[src/rtl/hdmi_phy_ctrl_pkg.sv]
`default_nettype none
// ============================================================================
// Module   : hdmi_pkg
// Brief    : Shared TMDS constants and PHY sequencer state type.
// Revision : 1.0 - initial release
// ============================================================================
package hdmi_pkg;

    localparam int TMDS_W = 10;

    localparam logic [TMDS_W-1:0] CTRL_TOKEN_00 = 10'b1101010100;
    localparam logic [TMDS_W-1:0] CTRL_TOKEN_01 = 10'b0010101011;
    localparam logic [TMDS_W-1:0] CTRL_TOKEN_10 = 10'b0101010100;
    localparam logic [TMDS_W-1:0] CTRL_TOKEN_11 = 10'b1010101011;

    typedef enum logic [1:0] {
        LOCK_WAIT  = 2'd0,
        SERDES_RST = 2'd1,
        WARMUP     = 2'd2,
        RUN        = 2'd3
    } phy_ctrl_state_t;

    function automatic int max3(input int a, input int b, input int c);
        int m;
        m = (a > b) ? a : b;
        return (m > c) ? m : c;
    endfunction

endpackage
`default_nettype wire

[src/rtl/hdmi_phy_ctrl_if.sv]
`default_nettype none
// ============================================================================
// Module   : hdmi_phy_ctrl_if
// Brief    : Lock/control inputs, TMDS lanes and status of the PHY sequencer.
// Revision : 1.0 - initial release
// ============================================================================
interface hdmi_phy_ctrl_if
    import hdmi_pkg::*;
#(
    parameter int LOSS_CNT_W = 8
);

    logic                  pll_lock_i;
    logic                  restart_i;
    logic                  video_en_i;
    logic [TMDS_W-1:0]     tmds_red_i;
    logic [TMDS_W-1:0]     tmds_green_i;
    logic [TMDS_W-1:0]     tmds_blue_i;
    logic                  serdes_rst_o;
    logic [TMDS_W-1:0]     tmds_red_o;
    logic [TMDS_W-1:0]     tmds_green_o;
    logic [TMDS_W-1:0]     tmds_blue_o;
    logic                  phy_ready_o;
    logic [LOSS_CNT_W-1:0] lock_loss_cnt_o;

    modport master (
        output pll_lock_i, restart_i, video_en_i,
        output tmds_red_i, tmds_green_i, tmds_blue_i,
        input  serdes_rst_o, tmds_red_o, tmds_green_o, tmds_blue_o,
        input  phy_ready_o, lock_loss_cnt_o
    );

    modport slave (
        input  pll_lock_i, restart_i, video_en_i,
        input  tmds_red_i, tmds_green_i, tmds_blue_i,
        output serdes_rst_o, tmds_red_o, tmds_green_o, tmds_blue_o,
        output phy_ready_o, lock_loss_cnt_o
    );

endinterface
`default_nettype wire

[src/rtl/hdmi_phy_ctrl_sync_2ff.sv]
`default_nettype none
// ============================================================================
// Module   : sync_2ff
// Brief    : Single-bit two-flop synchroniser, flops reset to 0.
// Revision : 1.0 - initial release
// ============================================================================
module sync_2ff (
    input  wire logic clk,
    input  wire logic rst,
    input  wire logic i_d,
    output logic      o_q
);

    logic r_meta;
    logic r_sync;

    always_ff @(posedge clk) begin
        if (rst) begin
            r_meta <= 1'b0;
            r_sync <= 1'b0;
        end else begin
            r_meta <= i_d;
            r_sync <= r_meta;
        end
    end

    assign o_q = r_sync;

endmodule
`default_nettype wire

[src/rtl/hdmi_phy_ctrl.sv]
`default_nettype none
// ============================================================================
// Module   : hdmi_phy_ctrl
// Brief    : TMDS PHY startup/recovery sequencer in the pixel clock domain.
// Revision : 1.0 - initial release
// ============================================================================
module hdmi_phy_ctrl
    import hdmi_pkg::*;
#(
    parameter int LOCK_STABLE_CYCLES = 1024,
    parameter int SERDES_RST_CYCLES  = 16,
    parameter int WARMUP_CYCLES      = 64,
    parameter int LOSS_CNT_W         = 8
) (
    input  wire logic       px_clk_i,
    input  wire logic       rst_i,
    hdmi_phy_ctrl_if.slave  phy
);

    localparam int c_CNT_W =
        $clog2(max3(LOCK_STABLE_CYCLES, SERDES_RST_CYCLES, WARMUP_CYCLES)) + 1;
    localparam logic [c_CNT_W-1:0] c_LOCK_LAST = c_CNT_W'(LOCK_STABLE_CYCLES - 1);
    localparam logic [c_CNT_W-1:0] c_SRST_LAST = c_CNT_W'(SERDES_RST_CYCLES - 1);
    localparam logic [c_CNT_W-1:0] c_WARM_LAST = c_CNT_W'(WARMUP_CYCLES - 1);

    phy_ctrl_state_t       r_state;
    phy_ctrl_state_t       w_state_nxt;
    logic [c_CNT_W-1:0]    r_cnt;
    logic [c_CNT_W-1:0]    w_cnt_nxt;
    logic [LOSS_CNT_W-1:0] r_loss_cnt;
    logic                  r_serdes_rst;
    logic                  r_phy_ready;
    logic [TMDS_W-1:0]     r_tmds_red;
    logic [TMDS_W-1:0]     r_tmds_green;
    logic [TMDS_W-1:0]     r_tmds_blue;
    logic                  w_lock_s;
    logic                  w_lost;
    logic                  w_pass;

    sync_2ff u_lock_sync (
        .clk (px_clk_i),
        .rst (rst_i),
        .i_d (phy.pll_lock_i),
        .o_q (w_lock_s)
    );

    // Lock loss is tested before restart so it wins when both occur together.
    always_comb begin
        w_state_nxt = r_state;
        w_cnt_nxt   = r_cnt + 1'b1;
        w_lost      = 1'b0;
        case (r_state)
            LOCK_WAIT: begin
                if (!w_lock_s) begin
                    w_cnt_nxt = '0;
                end else if (r_cnt == c_LOCK_LAST) begin
                    w_state_nxt = SERDES_RST;
                    w_cnt_nxt   = '0;
                end
            end
            SERDES_RST: begin
                if (!w_lock_s) begin
                    w_state_nxt = LOCK_WAIT;
                    w_cnt_nxt   = '0;
                    w_lost      = 1'b1;
                end else if (r_cnt == c_SRST_LAST) begin
                    w_state_nxt = WARMUP;
                    w_cnt_nxt   = '0;
                end
            end
            WARMUP: begin
                if (!w_lock_s) begin
                    w_state_nxt = LOCK_WAIT;
                    w_cnt_nxt   = '0;
                    w_lost      = 1'b1;
                end else if (phy.restart_i) begin
                    w_state_nxt = SERDES_RST;
                    w_cnt_nxt   = '0;
                end else if (r_cnt == c_WARM_LAST) begin
                    w_state_nxt = RUN;
                    w_cnt_nxt   = '0;
                end
            end
            RUN: begin
                w_cnt_nxt = r_cnt;
                if (!w_lock_s) begin
                    w_state_nxt = LOCK_WAIT;
                    w_cnt_nxt   = '0;
                    w_lost      = 1'b1;
                end else if (phy.restart_i) begin
                    w_state_nxt = SERDES_RST;
                    w_cnt_nxt   = '0;
                end
            end
            default: begin
                w_state_nxt = LOCK_WAIT;
                w_cnt_nxt   = '0;
            end
        endcase
    end

    assign w_pass = (w_state_nxt == RUN) && phy.video_en_i;

    // Outputs are decoded from the next state so they line up with r_state.
    always_ff @(posedge px_clk_i) begin
        if (rst_i) begin
            r_state      <= LOCK_WAIT;
            r_cnt        <= '0;
            r_loss_cnt   <= '0;
            r_serdes_rst <= 1'b1;
            r_phy_ready  <= 1'b0;
            r_tmds_red   <= CTRL_TOKEN_00;
            r_tmds_green <= CTRL_TOKEN_00;
            r_tmds_blue  <= CTRL_TOKEN_00;
        end else begin
            r_state      <= w_state_nxt;
            r_cnt        <= w_cnt_nxt;
            if (w_lost && !(&r_loss_cnt)) begin
                r_loss_cnt <= r_loss_cnt + 1'b1;
            end
            r_serdes_rst <= (w_state_nxt == LOCK_WAIT) || (w_state_nxt == SERDES_RST);
            r_phy_ready  <= (w_state_nxt == RUN);
            r_tmds_red   <= w_pass ? phy.tmds_red_i   : CTRL_TOKEN_00;
            r_tmds_green <= w_pass ? phy.tmds_green_i : CTRL_TOKEN_00;
            r_tmds_blue  <= w_pass ? phy.tmds_blue_i  : CTRL_TOKEN_00;
        end
    end

    assign phy.serdes_rst_o    = r_serdes_rst;
    assign phy.phy_ready_o     = r_phy_ready;
    assign phy.tmds_red_o      = r_tmds_red;
    assign phy.tmds_green_o    = r_tmds_green;
    assign phy.tmds_blue_o     = r_tmds_blue;
    assign phy.lock_loss_cnt_o = r_loss_cnt;

endmodule
`default_nettype wire

[src/flat_wrapper.sv]
// flat-port wrapper written by rule: the top's interface ports become plain ports
module hdmi_phy_ctrl_flat import hdmi_pkg::*;
#(
    parameter int LOCK_STABLE_CYCLES = 1024,
    parameter int SERDES_RST_CYCLES  = 16,
    parameter int WARMUP_CYCLES      = 64,
    parameter int LOSS_CNT_W         = 8
)
  (px_clk_i, rst_i, phy_pll_lock_i, phy_restart_i, phy_video_en_i, phy_tmds_red_i, phy_tmds_green_i, phy_tmds_blue_i, phy_serdes_rst_o, phy_tmds_red_o, phy_tmds_green_o, phy_tmds_blue_o, phy_phy_ready_o, phy_lock_loss_cnt_o);
  hdmi_phy_ctrl_if #(.LOSS_CNT_W(LOSS_CNT_W)) phy_i ();
  input  wire logic px_clk_i;
  input  wire logic rst_i;
  input wire logic [$bits(phy_i.pll_lock_i)-1:0] phy_pll_lock_i;
  input wire logic [$bits(phy_i.restart_i)-1:0] phy_restart_i;
  input wire logic [$bits(phy_i.video_en_i)-1:0] phy_video_en_i;
  input wire logic [$bits(phy_i.tmds_red_i)-1:0] phy_tmds_red_i;
  input wire logic [$bits(phy_i.tmds_green_i)-1:0] phy_tmds_green_i;
  input wire logic [$bits(phy_i.tmds_blue_i)-1:0] phy_tmds_blue_i;
  output wire logic [$bits(phy_i.serdes_rst_o)-1:0] phy_serdes_rst_o;
  output wire logic [$bits(phy_i.tmds_red_o)-1:0] phy_tmds_red_o;
  output wire logic [$bits(phy_i.tmds_green_o)-1:0] phy_tmds_green_o;
  output wire logic [$bits(phy_i.tmds_blue_o)-1:0] phy_tmds_blue_o;
  output wire logic [$bits(phy_i.phy_ready_o)-1:0] phy_phy_ready_o;
  output wire logic [$bits(phy_i.lock_loss_cnt_o)-1:0] phy_lock_loss_cnt_o;
  assign phy_i.pll_lock_i = phy_pll_lock_i;
  assign phy_i.restart_i = phy_restart_i;
  assign phy_i.video_en_i = phy_video_en_i;
  assign phy_i.tmds_red_i = phy_tmds_red_i;
  assign phy_i.tmds_green_i = phy_tmds_green_i;
  assign phy_i.tmds_blue_i = phy_tmds_blue_i;
  assign phy_serdes_rst_o = phy_i.serdes_rst_o;
  assign phy_tmds_red_o = phy_i.tmds_red_o;
  assign phy_tmds_green_o = phy_i.tmds_green_o;
  assign phy_tmds_blue_o = phy_i.tmds_blue_o;
  assign phy_phy_ready_o = phy_i.phy_ready_o;
  assign phy_lock_loss_cnt_o = phy_i.lock_loss_cnt_o;
  hdmi_phy_ctrl #(.LOCK_STABLE_CYCLES(LOCK_STABLE_CYCLES), .SERDES_RST_CYCLES(SERDES_RST_CYCLES), .WARMUP_CYCLES(WARMUP_CYCLES), .LOSS_CNT_W(LOSS_CNT_W)) u_core (.px_clk_i(px_clk_i), .rst_i(rst_i), .phy(phy_i));
endmodule
[config.mk]
export PLATFORM = sky130hd
export DESIGN_NAME = hdmi_phy_ctrl_flat
export DESIGN_NICKNAME = d
export VERILOG_FILES = /design/src/rtl/hdmi_phy_ctrl_pkg.sv /design/src/rtl/hdmi_phy_ctrl_if.sv /design/src/rtl/hdmi_phy_ctrl_sync_2ff.sv /design/src/rtl/hdmi_phy_ctrl.sv /design/src/flat_wrapper.sv
export SDC_FILE = /design/constraint.sdc
export NUM_CORES = 1
export LEC_CHECK = 0
export CORE_MARGIN = 3
export CORE_UTILIZATION = 46
export CTS_BUF_LIST = sky130_fd_sc_hd__clkbuf_4 sky130_fd_sc_hd__clkbuf_8
export DETAILED_ROUTE_END_ITERATION = 6
export GPL_ROUTABILITY_DRIVEN = 0
export HOLD_SLACK_MARGIN = 0.1
export PLACE_DENSITY = 0.81
export SYNTH_ARGS = -nofsm -noshare
export SYNTH_HDL_FRONTEND = slang
export SYNTH_SLANG_ARGS = --single-unit
[constraint.sdc]
create_clock -name px_clk_i -period 2.7 [get_ports px_clk_i]
set_input_delay 0.405 -clock px_clk_i [delete_from_list [all_inputs] [get_ports px_clk_i]]
set_output_delay 0.405 -clock px_clk_i [all_outputs]
set_load 0.02 [all_outputs]
==> results_tabular.tex, run 1 <==
\begin{tabular}{lr}
\hline
Metric & Value \\
\hline
\multicolumn{2}{l}{\textbf{Synthesis}} \\
\quad Post-synthesis cell area & 2155 sq um \\
\quad Cell taking the most area after synthesis & sky130\_fd\_sc\_hd\_\_dfxtp\_1 \\
\quad Top cells by instance count after synthesis & sky130\_fd\_sc\_hd\_\_dfxtp\_1 (55), sky130\_fd\_sc\_hd\_\_nor3\_1 (28), sky130\_fd\_sc\_hd\_\_nand2\_1 (21) \\
\quad Post-synthesis cell count & 218 \\
\quad Post-synth top area share & 51.10\% \\
\quad Most common cell in the synthesized netlist & sky130\_fd\_sc\_hd\_\_dfxtp\_1 \\
\quad Count of flip-flops with a built-in enable after synthesis & 0 \\
\quad Nets in the synthesized netlist & 255 \\
\quad Count of yosys warnings during synthesis & 0 \\
\quad Synth async-reset ratio & 0\% \\
\quad \#FFs+latches synth & 55 \\
\quad Avg Synthesized Cell Area & 9.883 sq um \\
\quad Post-synthesis sequential area ratio & 51.10\% \\
\quad Cell types with the largest area share after synthesis & sky130\_fd\_sc\_hd\_\_dfxtp\_1 (51\%), sky130\_fd\_sc\_hd\_\_nor3\_1 (6.5\%), sky130\_fd\_sc\_hd\_\_or4b\_1 (5.6\%) \\
\quad Post-synth top flop & sky130\_fd\_sc\_hd\_\_dfxtp\_1 \\
\quad Library cells used by synthesis & 44 \\
\multicolumn{2}{l}{\textbf{Timing}} \\
\quad Final WS setup & 451.1 ps \\
\quad Final hold slack & 455.4 ps \\
\quad Final period utilization & 83.29\% \\
\quad Worst clock skew & 9.307 ps \\
\quad Shortest clock period the worst path allows after layout & 2249 ps \\
\quad Final number of hold-violating endpoints & 0 \\
\quad RSZ-0062 raised after global routing & no \\
\quad Fmax & 444.7 MHz \\
\quad Final TNS setup & 0 ps \\
\quad Headroom to the max-slew limit & 70.33\% \\
\quad Total setup violations reported at the end of the flow & 0 \\
\quad Actual slew at the worst max-slew pin & 444.1 ps \\
\quad Count of pins over their slew limit & 0 \\
\multicolumn{2}{l}{\textbf{Placed design}} \\
\quad \# port buffers & 74 \\
\quad Half-perimeter wire length after placement & 3435 um \\
\quad Worst setup slack after placement & 371.8 ps \\
\multicolumn{2}{l}{\textbf{Detailed routing}} \\
\quad Routed wire length & 4846 um \\
\quad Drt wl/cell & 14.09 um \\
\quad Via/cell ratio & 5.413 \\
\quad Drt first pass iters & 5 \\
\quad Detailed-route via count & 1,862 \\
\quad ANT nets after route & 0 \\
\quad Number of DRC markers after the initial detailed-route iteration & 62 \\
\quad DRC violations left & 0 \\
\multicolumn{2}{l}{\textbf{GRT}} \\
\quad Busiest grt layer & met2 \\
\quad Antenna violations before repair & 0 \\
\quad Routing usage on met1 & 21.00\% \\
\quad Grt met2 use & 30.83\% \\
\quad Overflow left after global routing & 0 \\
\quad Met3 layer usage reported by global route & 6.486\% \\
\quad First-pass GRT wire length & 7714 um \\
\quad Via count of the first global-routing pass & 1,663 \\
\quad All-Layer GR Usage & 17.94\% \\
\quad Maximum number of pins on one net before global-route repair & 33 \\
\multicolumn{2}{l}{\textbf{Finish}} \\
\quad Antenna diode count & 0 \\
\quad Post-layout util & 68.83\% \\
\quad Nets & 328 \\
\quad Synthesis-to-finish area growth & 41.99\% \\
\quad Fraction of final layout cells sized beyond drive strength 1 & 7.877\% \\
\multicolumn{2}{l}{\textbf{Clock tree}} \\
\quad Clock latency at the later pin of the worst-skew pair & 310 ps \\
\quad Post-CTS Setup Repair Bufs & 0 \\
\quad Clk pin slew, worst setup/hold paths & 100 ps \\
\quad CTS tree & yes \\
\quad Max clock buf depth & 2 \\
\quad Clock tree root driver cell & sky130\_fd\_sc\_hd\_\_clkbuf\_8 \\
\quad CTS Hold Buffers Added & 0 \\
\quad Post-cts repair resize count & 0 \\
\quad Number of clock sinks & 55 \\
\quad Number of clock buffers inserted by TritonCTS & 5 \\
\quad H-tree Lvls & 2 \\
\multicolumn{2}{l}{\textbf{Floorplan}} \\
\quad Chip Width & 74.44 um \\
\quad Die height & 74.44 um \\
\quad Number of standard-cell rows in the floorplan & 24 \\
\quad Full die area & 5541 sq um \\
\quad Placeable Area & 4444 sq um \\
\quad Starting utilization of the core area & 48.48\% \\
\quad Total I/O pin count & 75 \\
\multicolumn{2}{l}{\textbf{Worst setup path}} \\
\quad Kind of cell adding the most delay to the critical path & simple AND/OR/NAND/NOR gates \\
\quad CP bufs+invs & 1 \\
\quad Type of the worst setup path & reg -> reg \\
\quad Depth of the worst register-to-register path & 6 \\
\quad Data arrival time of the worst path & 2430 ps \\
\quad Levels on crit path & 6 \\
\quad Crit path cell chain & ha\_1 -> and4b\_1 -> a31oi\_1 -> a221oi\_2 -> buf\_4 -> or4b\_2 \\
\quad Biggest fanout along the worst timing path & 32 \\
\quad Cell type of the slowest stage on the worst timing path & sky130\_fd\_sc\_hd\_\_or4b\_2 \\
\quad Type of destination of the critical path & flop \\
\quad Slowest cell delay on critical path & 670 ps \\
\quad CP startpoint kind & flop \\
\quad Data required time of the critical path & 2890 ps \\
\multicolumn{2}{l}{\textbf{Power}} \\
\quad Power share of the combinational group & 5.4\% \\
\quad Ratio of total power to cell area & 480.2 nW/um\^{}2 \\
\quad Leakage power figure & 1.063 nW \\
\quad Internal power & 1.172 mW \\
\quad Sum of internal, switching and leakage power & 1.469 mW \\
\quad Switching power of the nets & 297.2 uW \\
\quad Clock network fraction of design power & 39.2\% \\
\quad Maximum vdd ir drop & 0.2658 mV \\
\quad Sequential Power Share & 55.4\% \\
\quad Switching portion of total power & 20.23\% \\
\multicolumn{2}{l}{\textbf{Min path}} \\
\quad Min-Delay Path Class & reg -> reg \\
\quad Worst hold path depth & 1 \\
\multicolumn{2}{l}{\textbf{Outcome}} \\
\quad Result of the run & finished, final reports clean \\
\multicolumn{2}{l}{\textbf{Flow run}} \\
\quad Max-cap violations & 0 \\
\hline
\end{tabular}
==> power by group through the flow <==
stage                     registers [mW]  logic, mW  clock network, mW
after floorplan                    0.832     0.0240                  0
after global placement             0.833     0.0792                  0
after detailed placement           0.833     0.0797                  0
after CTS                          0.814     0.0802              0.583
after global routing               0.815     0.0856              0.619
final                              0.814     0.0796              0.576
==> placed cells by master (no fill, tap or decap), drive strengths merged, types with 3 or more instances in the layout <==
cell type      instances
inv                    4
dfxtp                 55
nand2                 21
nand3                  3
clkdlybuf4s50         74
and2                   4
clkbuf                 6
a31oi                  3
nand4b                 4
a21oi                  3
or4b                  15
nor2b                  3
buf                    5
xor2                   5
nand4                  6
xnor2                  6
nor2                  11
nor3                  28
a211oi                 3
==> per-layer routing <==
| metal | part of all wire, % | wire length [um] |
|---|---|---|
| met1 | 42 | 2019 |
| met2 | 49 | 2389 |
| met3 | 7.2 | 350 |
| met4 | 1.8 | 87 |
| met5 | 0 | 0 |
==> through the flow <==
step                      cells  area, sq um
after floorplan             218         2155
after detailed placement    336         2938
after global placement      336         2938
after CTS                   344         3059
final                       344         3059
after global routing        344         3059
==> cell type report <==
type                    instances  area (sq um)
multi-input cells             147         982.2
well taps                      52         65.06
flip-flops and latches         55          1101
inverters                       3         11.26
clock buffers                   6         82.58
fillers                       372          1385
clock inverters                 2         38.79
repair buffers                 79         778.2
==> registers in the layout (all words and copies together) (netlist names) <==
name,flops
u_core.phy.lock_loss_cnt_o,8
u_core.phy.phy_ready_o,1
u_core.phy.serdes_rst_o,1
u_core.phy.tmds_blue_o,10
u_core.phy.tmds_green_o,10
u_core.phy.tmds_red_o,10
u_core.r_cnt,11
u_core.r_state,2
u_core.u_lock_sync.o_q,1
u_core.u_lock_sync.r_meta,1
==> logic make-up after synthesis <==
| group | after synthesis | share of synthesized area [%] |
|---|---|---|
| AOI/OAI and AO/OA | 20 | 7.143 |
| xor gates and xnor gates | 11 | 4.471 |
| adders and majority gates | 2 | 1.161 |
| buffers and inverters | 16 | 3.310 |
| DFF | 55 | 51.10 |
| muxes | 3 | 1.452 |
| and+or+nand+nor | 111 | 31.36 |
==> path summary, 6_finish.rpt <==
check | startpoint | end | slack, ps
hold reg to reg | u_core.u_lock_sync.r_meta | u_core.u_lock_sync.o_q | 460
setup / recovery | u_core.r_cnt[0] | u_core.phy.tmds_red_o[8] | 450
hold / removal | u_core.u_lock_sync.r_meta | u_core.u_lock_sync.o_q | 460
setup reg to reg | u_core.r_cnt[0] | u_core.phy.tmds_red_o[8] | 450
Power figures use the tool's default switching activity.
==> inputs of run 2 (changes only) <==
--- a/config.mk
+++ b/config.mk
@@ -6,12 +6,12 @@
 export NUM_CORES = 1
 export LEC_CHECK = 0
 export CORE_MARGIN = 3
-export CORE_UTILIZATION = 46
+export CORE_UTILIZATION = 42
 export CTS_BUF_LIST = sky130_fd_sc_hd__clkbuf_4 sky130_fd_sc_hd__clkbuf_8
 export DETAILED_ROUTE_END_ITERATION = 6
 export GPL_ROUTABILITY_DRIVEN = 0
 export HOLD_SLACK_MARGIN = 0.1
-export PLACE_DENSITY = 0.81
+export PLACE_DENSITY = 0.78
 export SYNTH_ARGS = -nofsm -noshare
 export SYNTH_HDL_FRONTEND = slang
 export SYNTH_SLANG_ARGS = --single-unit
==> constraint.sdc (replaced) <==
create_clock -name px_clk_i -period 2 [get_ports px_clk_i]
set_input_delay 0.3 -clock px_clk_i [delete_from_list [all_inputs] [get_ports px_clk_i]]
set_output_delay 0.3 -clock px_clk_i [all_outputs]
set_load 0.02 [all_outputs]
==> run 2 against run 1 <==
Effect of this change: count of clock-buffer cells in the layout unchanged; critical path depth unchanged; setup slack got worse by 460 ps; global-route usage decreased by 0.65 points; final cell count increased by 10%; largest cell class unchanged; first-iteration DRC count increased by 31%; wire length increased by 4.3%; non-clock buffer count increased by 22; cell area increased by 6.4%; the flow now finishes with violations (negative setup slack); register-to-register slack got worse by 460 ps; critical path type unchanged; worst hold slack got worse by 7.2 ps.
==> results_tabular.tex, run 2 (synthesized netlist as in run 1, its figures left out) <==
\begin{tabular}{lr}
\hline
Metric & Value \\
\hline
\multicolumn{2}{l}{\textbf{Detailed routing}} \\
\quad Drt wl/cell & 13.30 um (-5.6\%) \\
\quad Routed wire length & 5053 um (+4.3\%) \\
\quad Detailed-route via count & 1,913 (+2.7\%) \\
\quad Metal2 WL & 2292 um (-4.1\%) \\
\quad Wire length on met1 & 2101 um (+4.1\%) \\
\quad DRC violations left & 0 (unchanged) \\
\quad Drt first pass iters & 4 (-1) \\
\quad ANT nets after route & 0 (unchanged) \\
\quad Number of DRC markers after the initial detailed-route iteration & 81 (+31\%) \\
\quad Top Layer Used & met4 \\
\quad Via/cell ratio & 5.034 (-7.0\%) \\
\quad Met3 routed wirelength & 593 um (+69\%) \\
\multicolumn{2}{l}{\textbf{Clock tree}} \\
\quad CTS Hold Buffers Added & 0 (unchanged) \\
\quad Number of clock buffers inserted by TritonCTS & 5 (unchanged) \\
\quad Number of clock sinks & 55 (unchanged) \\
\quad H-tree Lvls & 2 (unchanged) \\
\quad Max clock buf depth & 2 (unchanged) \\
\quad Clk pin slew, worst setup/hold paths & 100 ps (about the same) \\
\quad CTS tree & yes \\
\quad Clock latency at the later pin of the worst-skew pair & 300 ps (about the same) \\
\quad Clock tree root driver cell & sky130\_fd\_sc\_hd\_\_clkbuf\_8 \\
\multicolumn{2}{l}{\textbf{Worst setup path}} \\
\quad Kind of cell adding the most delay to the critical path & simple AND/OR/NAND/NOR gates \\
\quad CP startpoint kind & flop \\
\quad Type of the worst setup path & reg -> reg \\
\quad CP bufs+invs & 1 (unchanged) \\
\quad Data required time of the critical path & 2180 ps (-710 ps) \\
\quad Crit path cell chain & ha\_4 -> and4b\_2 -> a311o\_1 -> a221oi\_2 -> buf\_12 -> or4b\_2 \\
\quad Data arrival time of the worst path & 2190 ps (-240 ps) \\
\quad Slowest cell delay on critical path & 620 ps (-50 ps) \\
\quad Cell type of the slowest stage on the worst timing path & sky130\_fd\_sc\_hd\_\_or4b\_2 \\
\quad Type of destination of the critical path & flop \\
\quad Biggest fanout along the worst timing path & 20 (-38\%) \\
\multicolumn{2}{l}{\textbf{Power}} \\
\quad Sum of internal, switching and leakage power & 1.841 mW (+25\%) \\
\quad Power share of the combinational group & 6.2\% (+0.8 points) \\
\quad Switching portion of total power & 21.01\% (+0.78 points) \\
\quad Maximum vdd ir drop & 0.3783 mV (+42\%) \\
\quad Internal power & 1.455 mW (+24\%) \\
\quad Ratio of total power to cell area & 565.6 nW/um\^{}2 (+18\%) \\
\quad Switching power of the nets & 386.8 uW (+30\%) \\
\quad Clock network fraction of design power & 34.2\% (-5.0 points) \\
\quad Sequential Power Share & 59.7\% (+4.3 points) \\
\quad Leakage power figure & 1.161 nW (+9.2\%) \\
\multicolumn{2}{l}{\textbf{GRT}} \\
\quad Antenna violations before repair & 0 (unchanged) \\
\quad First-pass GRT wire length & 8424 um (+9.2\%) \\
\quad Via count of the first global-routing pass & 1,891 (+14\%) \\
\quad Overflow left after global routing & 0 (unchanged) \\
\quad Maximum number of pins on one net before global-route repair & 25 (-24\%) \\
\quad All-Layer GR Usage & 17.28\% (-0.65 points) \\
\multicolumn{2}{l}{\textbf{Timing}} \\
\quad Final TNS setup & -26.66 ps (-26.66 ps) \\
\quad Worst clock skew & 7.691 ps (-1.616 ps) \\
\quad Total setup violations reported at the end of the flow & 3 (+3) \\
\quad Final WS setup & -10.33 ps (-461.4 ps) \\
\quad RSZ-0062 raised after global routing & yes \\
\quad Fmax & 497.4 MHz (+12\%) \\
\quad Shortest clock period the worst path allows after layout & 2010 ps (-238.6 ps) \\
\quad Final hold slack & 448.2 ps (-7.196 ps) \\
\quad Headroom to the max-slew limit & 76.98\% (+6.7 points) \\
\quad Count of pins over their slew limit & 0 (unchanged) \\
\quad Final number of hold-violating endpoints & 0 (unchanged) \\
\quad Actual slew at the worst max-slew pin & 343.2 ps (-100.9 ps) \\
\quad Final period utilization & 100.5\% (+17 points) \\
\multicolumn{2}{l}{\textbf{Finish}} \\
\quad Layout Cells excl Fill & 380 (+10\%) \\
\quad Antenna diode count & 0 (unchanged) \\
\quad Max reg flops & 11 (unchanged) \\
\quad Post-layout util & 67.15\% (-1.7 points) \\
\quad Nets & 350 (+6.7\%) \\
\quad Biggest register & u\_core.r\_cnt \\
\quad Post-route cell area & 3256 sq um (+6.4\%) \\
\quad Most frequent standard cell in the layout excluding fill and tap cells & sky130\_fd\_sc\_hd\_\_clkdlybuf4s50\_1 \\
\quad Fraction of final layout cells sized beyond drive strength 1 & 16.93\% (+9.1 points) \\
\quad Leading cell types in the layout, fill and taps excluded & sky130\_fd\_sc\_hd\_\_clkdlybuf4s50\_1 (74), sky130\_fd\_sc\_hd\_\_dfxtp\_1 (49), sky130\_fd\_sc\_hd\_\_nor3\_1 (28) \\
\quad Synthesis-to-finish area growth & 51.10\% \\
\multicolumn{2}{l}{\textbf{Min path}} \\
\quad Min-Delay Path Class & reg -> reg \\
\multicolumn{2}{l}{\textbf{Placed design}} \\
\quad Worst setup slack after placement & -164.1 ps (-535.9 ps) \\
\quad DP Cell Count & 371 (+10\%) \\
\quad \# port buffers & 74 (unchanged) \\
\quad Area of placed instances & 3119 sq um (+6.2\%) \\
\quad Half-perimeter wire length after placement & 3796 um (+11\%) \\
\multicolumn{2}{l}{\textbf{Floorplan}} \\
\quad Chip Width & 77.63 um (+4.3\%) \\
\quad Full die area & 6026 sq um (+8.7\%) \\
\quad Number of standard-cell rows in the floorplan & 25 (+4.2\%) \\
\quad Die height & 77.63 um (+4.3\%) \\
\quad Starting utilization of the core area & 44.44\% (-4.0 points) \\
\quad Total I/O pin count & 75 (unchanged) \\
\quad Placeable Area & 4848 sq um (+9.1\%) \\
\multicolumn{2}{l}{\textbf{Outcome}} \\
\quad Result of the run & finished, violations left \\
\quad Violations in the final reports & negative setup slack \\
\multicolumn{2}{l}{\textbf{Flow run}} \\
\quad Max-cap violations & 0 (unchanged) \\
\hline
\end{tabular}
[run 2: per-layer routing]
metal	vias up	track usage (%)
met5	-	0
met4	0	5.516
met3	8	9.397
met2	59	27.40
met1	865	19.84
li1	981	-
[run 2: timing repair]
action | in CTS | in global routing
pin swaps | 3 | 2
resized for setup | 8 | 3
setup buffers | 1 | 1
endpoints found under the setup margin | 4 | 24
[run 2: final timing paths]
check	startpoint	to	slack, ps	cells past startpoint
worst max-delay path	u_core.r_cnt[1]	u_core.phy.tmds_green_o[4]	-10	6
worst min-delay path	u_core.u_lock_sync.r_meta	u_core.u_lock_sync.o_q	450	1
worst max register to register	u_core.r_cnt[1]	u_core.phy.tmds_green_o[4]	-10	6
worst min register to register	u_core.u_lock_sync.r_meta	u_core.u_lock_sync.o_q	450	1
[run 2: cell type report]
class / count / area [sq um]
clock buffer: 6 / 82.58
inverter: 3 / 13.76
timing repair buffer: 101 / 955.9
tap: 67 / 83.83
clock inverter: 1 / 8.758
fill: 391 / 1593
multi-input combinational: 147 / 1002
sequential: 55 / 1109
[run 2: power by group through the flow]
stage / Clock (mW) / Sequential, mW / Combinational [mW]
floorplan: 0 / 1.12 / 0.0324
global placement: 0 / 1.12 / 0.112
detailed placement: 0 / 1.12 / 0.114
CTS: 0.654 / 1.10 / 0.114
global route: 0.691 / 1.10 / 0.122
finish: 0.629 / 1.10 / 0.113
